==> src/rtl/mem_copy_dma.sv <==
// ============================================================================
//  Module      : mem_copy_dma
//  Description : Byte-serial forward memory copy engine (READ/WRITE per byte)
//  Revision    : 1.0 - initial release
// ============================================================================
`timescale 1ns/1ps
`default_nettype none

module mem_copy_dma (
    input  logic       CLK,
    input  logic       RST_N,
    input  logic       start,
    input  logic       abort,
    input  logic [7:0] src_addr,
    input  logic [7:0] dst_addr,
    input  logic [7:0] length,
    input  logic [7:0] mem_rdata,
    output logic [7:0] mem_addr,
    output logic [7:0] mem_wdata,
    output logic       mem_we,
    output logic       busy,
    output logic       done,
    output logic [7:0] remaining,
    output logic       aborted
);

    typedef enum logic [1:0] {
        ST_IDLE  = 2'd0,
        ST_READ  = 2'd1,
        ST_WRITE = 2'd2,
        ST_DONE  = 2'd3
    } state_t;

    state_t     r_state;
    state_t     w_state_nxt;
    logic [7:0] r_src_ptr;
    logic [7:0] r_dst_ptr;
    logic [7:0] r_count;
    logic [7:0] r_buf;
    logic       r_aborted;

    always_ff @(posedge CLK or negedge RST_N) begin
        if (!RST_N) begin
            r_state   <= ST_IDLE;
            r_src_ptr <= 8'h00;
            r_dst_ptr <= 8'h00;
            r_count   <= 8'h00;
            r_buf     <= 8'h00;
            r_aborted <= 1'b0;
        end else begin
            r_state <= w_state_nxt;
            case (r_state)
                ST_IDLE: begin
                    if (start) begin
                        r_src_ptr <= src_addr;
                        r_dst_ptr <= dst_addr;
                        r_count   <= length;
                        r_aborted <= 1'b0;
                    end
                end
                ST_READ: begin
                    r_buf <= mem_rdata;
                    if (abort) begin
                        r_aborted <= 1'b1;
                    end
                end
                ST_WRITE: begin
                    // The write in this cycle commits even when aborting
                    r_src_ptr <= r_src_ptr + 8'd1;
                    r_dst_ptr <= r_dst_ptr + 8'd1;
                    r_count   <= r_count - 8'd1;
                    if (abort) begin
                        r_aborted <= 1'b1;
                    end
                end
                default: begin
                    r_aborted <= 1'b0;
                end
            endcase
        end
    end

    always_comb begin
        w_state_nxt = r_state;
        case (r_state)
            ST_IDLE: begin
                if (start) begin
                    w_state_nxt = (length == 8'd0) ? ST_DONE : ST_READ;
                end
            end
            ST_READ: begin
                w_state_nxt = abort ? ST_DONE : ST_WRITE;
            end
            ST_WRITE: begin
                w_state_nxt = (abort || (r_count == 8'd1)) ? ST_DONE : ST_READ;
            end
            default: begin
                w_state_nxt = ST_IDLE;
            end
        endcase
    end

    // Outputs decode straight from state so reset clears them without a clock
    always_comb begin
        mem_addr  = 8'h00;
        mem_wdata = 8'h00;
        mem_we    = 1'b0;
        busy      = 1'b0;
        done      = 1'b0;
        remaining = 8'h00;
        aborted   = 1'b0;
        case (r_state)
            ST_READ: begin
                mem_addr  = r_src_ptr;
                busy      = 1'b1;
                remaining = r_count;
            end
            ST_WRITE: begin
                mem_addr  = r_dst_ptr;
                mem_wdata = r_buf;
                mem_we    = 1'b1;
                busy      = 1'b1;
                remaining = r_count;
            end
            ST_DONE: begin
                done      = 1'b1;
                remaining = r_count;
                aborted   = r_aborted;
            end
            default: begin
                mem_addr  = 8'h00;
            end
        endcase
    end

endmodule

`default_nettype wire

==> config.mk <==
export PLATFORM = sky130hd
export DESIGN_NAME = mem_copy_dma
export DESIGN_NICKNAME = d
export VERILOG_FILES = /design/src/rtl/mem_copy_dma.sv
export SDC_FILE = /design/constraint.sdc
export NUM_CORES = 1
export LEC_CHECK = 0
export ABC_AREA = 1
export CAP_MARGIN = 20
export CORE_MARGIN = 5
export CORE_UTILIZATION = 57
export CTS_CLUSTER_SIZE = 24
export DETAILED_ROUTE_END_ITERATION = 8
export DONT_BUFFER_PORTS = 1
export PLACE_DENSITY = 0.74
export SLEW_MARGIN = 10
export SYNTH_ARGS = -nofsm -noshare
export SYNTH_HDL_FRONTEND = slang
export SYNTH_SLANG_ARGS = --single-unit
==> constraint.sdc <==
create_clock -name CLK -period 1.9 [get_ports CLK]
set_input_delay 0.285 -clock CLK [delete_from_list [all_inputs] [get_ports CLK]]
set_output_delay 0.285 -clock CLK [all_outputs]
set_load 0.02 [all_outputs]
==> results by group <==
Status
  • Outcome: completed

Timing
  • Max-slew violation total from the final report: 0
  • Clock Skews: roughly 5.3 ps
  • Fin crit share: a little over nine tenths
  • PnR worst setup slack: roughly 93 ps
  • Upper clock frequency limit: 553.5 MHz
  • Fin Setup TNS: 0 ps
  • Clock period minus final worst setup slack: 1807 ps
  • Worst slew margin: around three quarters
  • Final setup violation count: 0
  • Least-Margin Pin Slew: between 300 and 400 ps
  • Final number of hold-violating endpoints: 0

Layout
  • Multi-input gate area: 1247 sq um
  • Area Growth Syn to Fin: 18.15%
  • Share of layout cells above drive strength 1: approximately 18%
  • Total Nets Final: ~400
  • Ant. Diodes: 0
  • Post-route cell area: between 2000 and 3000 sq um
  • Post-layout util: between 60% and 70%
  • Filler Cell Count: between 300 and 400
  • Seq. cell area: between 800 and 900 sq um

Worst hold path
  • Worst-case hold path end point: r_src_ptr[1]
  • Hold Path Cell Cnt: 2
  • Hold path startpoint: src_addr[1]
  • Class of the tightest hold or removal check: in2reg

Clock tree
  • Longest Clk Path Bufs: 2
  • Clock net sink count: 35
  • Clock insertion delay at the later pin of the skew report: 290 ps
  • Number of levels in the clock H-tree: 2
  • TritonCTS clock tree: done
  • Clock transition at the registers of the reported paths: 80 ps
  • Clock buffers created by TritonCTS: 5
  • Root buffer selected by CTS: sky130_fd_sc_hd__clkbuf_8

Logic synthesis
  • Adder-Cell Fraction of Synth Area: about 4.4%
  • Post-synthesis average cell area: 6.916 sq um
  • Net count of the mapped netlist: around 380
  • Netlist area before placement: around 2300 sq um
  • Number of flip-flops and latches in the synthesized netlist: 35
  • Basic-gate share of the synthesized area counting and, or, nand and nor cells: a little under 30%
  • Synthesis warning total: 0
  • Multiplexer share of the synthesized area: under 10%
  • Dominant combinational cell family by area after synthesis: simple AND/OR/NAND/NOR gates
  • Yosys cell types: 28
  • Share of synthesized area occupied by flip-flops and latches: about two fifths
  • Synth Area in Compound Gates: 13.30%
  • Gate count after technology mapping: ~330
  • Parity-gate share of the synthesized area counting xor and xnor cells: less than 1%

Pwr
  • Portion of total power attributed to the clock network: a little over an eighth
  • Internal power: ~2.8 mW
  • Net switching fraction of the power: 48.66%
  • Share of total power in sequential cells: 27.5%
  • Leakage power: 1.379 nW
  • Worst vdd ir: 0.0009793 V
  • Power share of the combinational group: 59.4%
  • Switching component of the power: 2.659 mW
  • Power per cell area: 2015 nW/um^2
  • Post-layout total power: between 5 and 6 mW

Critical path
  • Crit path max fanout: 9
  • Worst endpoint data arrival time: 1520 ps
  • Critical Path Sink Type: output pin
  • Slowest stage delay, CP: around 420 ps
  • Startpoint-to-endpoint class of the critical path: reg2out
  • Crit Reg-Reg Startpoint: r_state[0]
  • CP Data Required Time: 1620 ps
  • Cell type of the slowest stage on the worst timing path: sky130_fd_sc_hd__dfrtp_2
  • Category of the worst setup path launch point: flip-flop
  • Chain of cells forming the critical path: inv_1 > ha_4 > clkinv_4 > a21oi_1 > buf_4
  • R2R Setup Slk: approximately 170 ps
  • Reg2Reg Capture Point: r_src_ptr[6]
  • Depth of the most critical reg-to-reg path: 10

Placement
  • Port Buffer Count: 0
  • HPWL Detailed: about 4200 um
  • Placer's final routability congestion estimate: 0.8794
  • Cell area reported after detailed placement: 2457 sq um
  • Worst setup timing slack at the placement stage: around 150 ps

Detailed routing
  • Via/cell ratio: around 5.5
  • Remaining DRCs: 0
  • Routed wirelength normalized by instance count: 14.27 um
  • Number of detailed-route iterations in the first pass: 5
  • Vias after detailed routing: 2197
  • Violation count after the first detailed-route iteration: around 180
  • WL final: ~5800 um
  • Post-DRT Antenna Nets: 0

GRT
  • Wire length of the first global-routing pass: approximately 9500 um
  • Met2 track demand over resource: 37.20%
  • Number of antenna violations at the first check in global routing: 0
  • Vias in the first global route: approximately 2.1k
  • Remaining global-route overflow: 0
  • Met3 Use GR: 6.703%
  • Overall fraction of global-route tracks in use: around 23%
  • GRT busiest layer: met2
  • Pin count of the biggest net entering global routing: 36
  • Met1 usage: between 20% and 30%

Floorplanning
  • Total number of placement rows: 23
  • Top-level port count: 64
  • Die Ht: about 73 um
  • Total die area: approximately 5400 sq um
  • Initial core utilization: 58.24%
  • Width of the die: roughly 73 um
  • Area of the core: 3943 sq um

Flow run
  • Maxcap violations: 0
## flip-flops by register name (all words and copies together) (netlist names)
name,count
r_aborted,1
r_buf,8
r_count,8
r_dst_ptr,8
r_src_ptr,8
r_state,2
## how the worst max path moves through the flow
| stage | endpoint | slack (ps) | from |
|---|---|---|---|
| 2_1_floorplan | mem_addr[4] | 30 | r_state[0] |
| 3_3_place_gp | mem_addr[3] | 190 | r_state[1] |
| 3_5_place_dp | mem_addr[7] | 150 | r_state[0] |
| 4_1_cts | mem_addr[3] | 4 | r_state[1] |
| 5_1_grt | mem_addr[3] | -1 | r_state[0] |
| 6_report | mem_addr[7] | 90 | r_state[1] |
## logic make-up (layout without fill, tap and decap cells)
group,after synthesis,after routing
and+or+nand+nor,168,168
DFF,35,35
AOI/OAI and AO/OA,56,56
buffers and inverters,56,77
adders and majority gates,8,8
xor gates and xnor gates,1,1
muxes,8,8
## worst max-delay path, delay by kind of cell, from the launching register on
family | cells | cell delay [ps]
AO/OA/AOI/OAI | 1 | 140
adder cells (fa/ha/maj) | 1 | 310
buffers and inverters | 3 | 370
flip-flops | 1 | 420
## repair_timing
action,CTS,global route
hold buffers,2,0
hold endpoints to repair,35,0
gates resized for setup,4,10
pin swaps,0,2
endpoints found under the setup margin,16,18
setup buffers,3,3
## area by class of cell
cell class                 count  area share [%]
tap                           50           2.306
clock buffer                   6           3.044
clock inverter                 2           1.430
inverter                      41           5.950
timing repair buffer          28           8.902
multi-input combinational    241           45.99
sequential                    35           32.38
## metal layers
layer	routed length (um)	vias to the layer above
li1	-	1091
met1	2388	1004
met3	539	6
met5	0	-
met4	34	0
met2	2789	96
## cell usage after synthesis (all sizes together)
library cell / instances / area (sq um)
or2: 1 / 6.260
nand3: 21 / 105.1
buf: 13 / 77.57
o21ai: 29 / 156.4
inv: 40 / 150.1
ha: 8 / 100.1
mux2: 8 / 90.09
nor3: 3 / 15.01
xor2: 1 / 8.760
o211ai: 1 / 7.510
a31oi: 2 / 12.51
nor2: 35 / 131.4
nand3b: 1 / 7.510
dfrtp: 35 / 875.8
a22oi: 1 / 7.510
o22ai: 1 / 6.260
clkinv: 1 / 3.750
nand4: 3 / 18.77
a21boi: 1 / 7.510
o21a: 1 / 7.510
clkbuf: 2 / 7.510
a21oi: 20 / 100.1
nand2: 104 / 392.9
## cell usage in the layout (no fill, tap or decap), drive strengths merged
cell	count
xor2	1
buf	27
o21a	1
inv	41
nand3b	1
nor2	35
bufinv	1
a21oi	20
mux2	8
o22ai	1
nand2	104
dlygate4sd3	1
o21ai	29
or2	1
o211ai	1
clkbuf	6
a31oi	2
clkinv	1
a22oi	1
nor3	3
a21boi	1
dfrtp	35
ha	8
nand3	21
nand4	3
## per-stage QoR
step           hold WS, ps  instances
3_5_place_dp        -9.688        387
5_1_grt              128.2        403
6_report             146.0        403
3_3_place_gp        -9.568        387
4_1_cts              142.2        400
2_1_floorplan       -10.59        332
## power groups by stage
stage | Sequential [mW] | Clock, mW | Combinational, mW
final | 1.50 | 0.714 | 3.25
after global routing | 1.56 | 0.767 | 3.61
after CTS | 1.48 | 0.728 | 3.11
after detailed placement | 1.48 | 0 | 2.98
after global placement | 1.47 | 0 | 2.91
after floorplan | 1.40 | 0 | 2.30
Note: power is estimated with default switching activity, not from simulation.
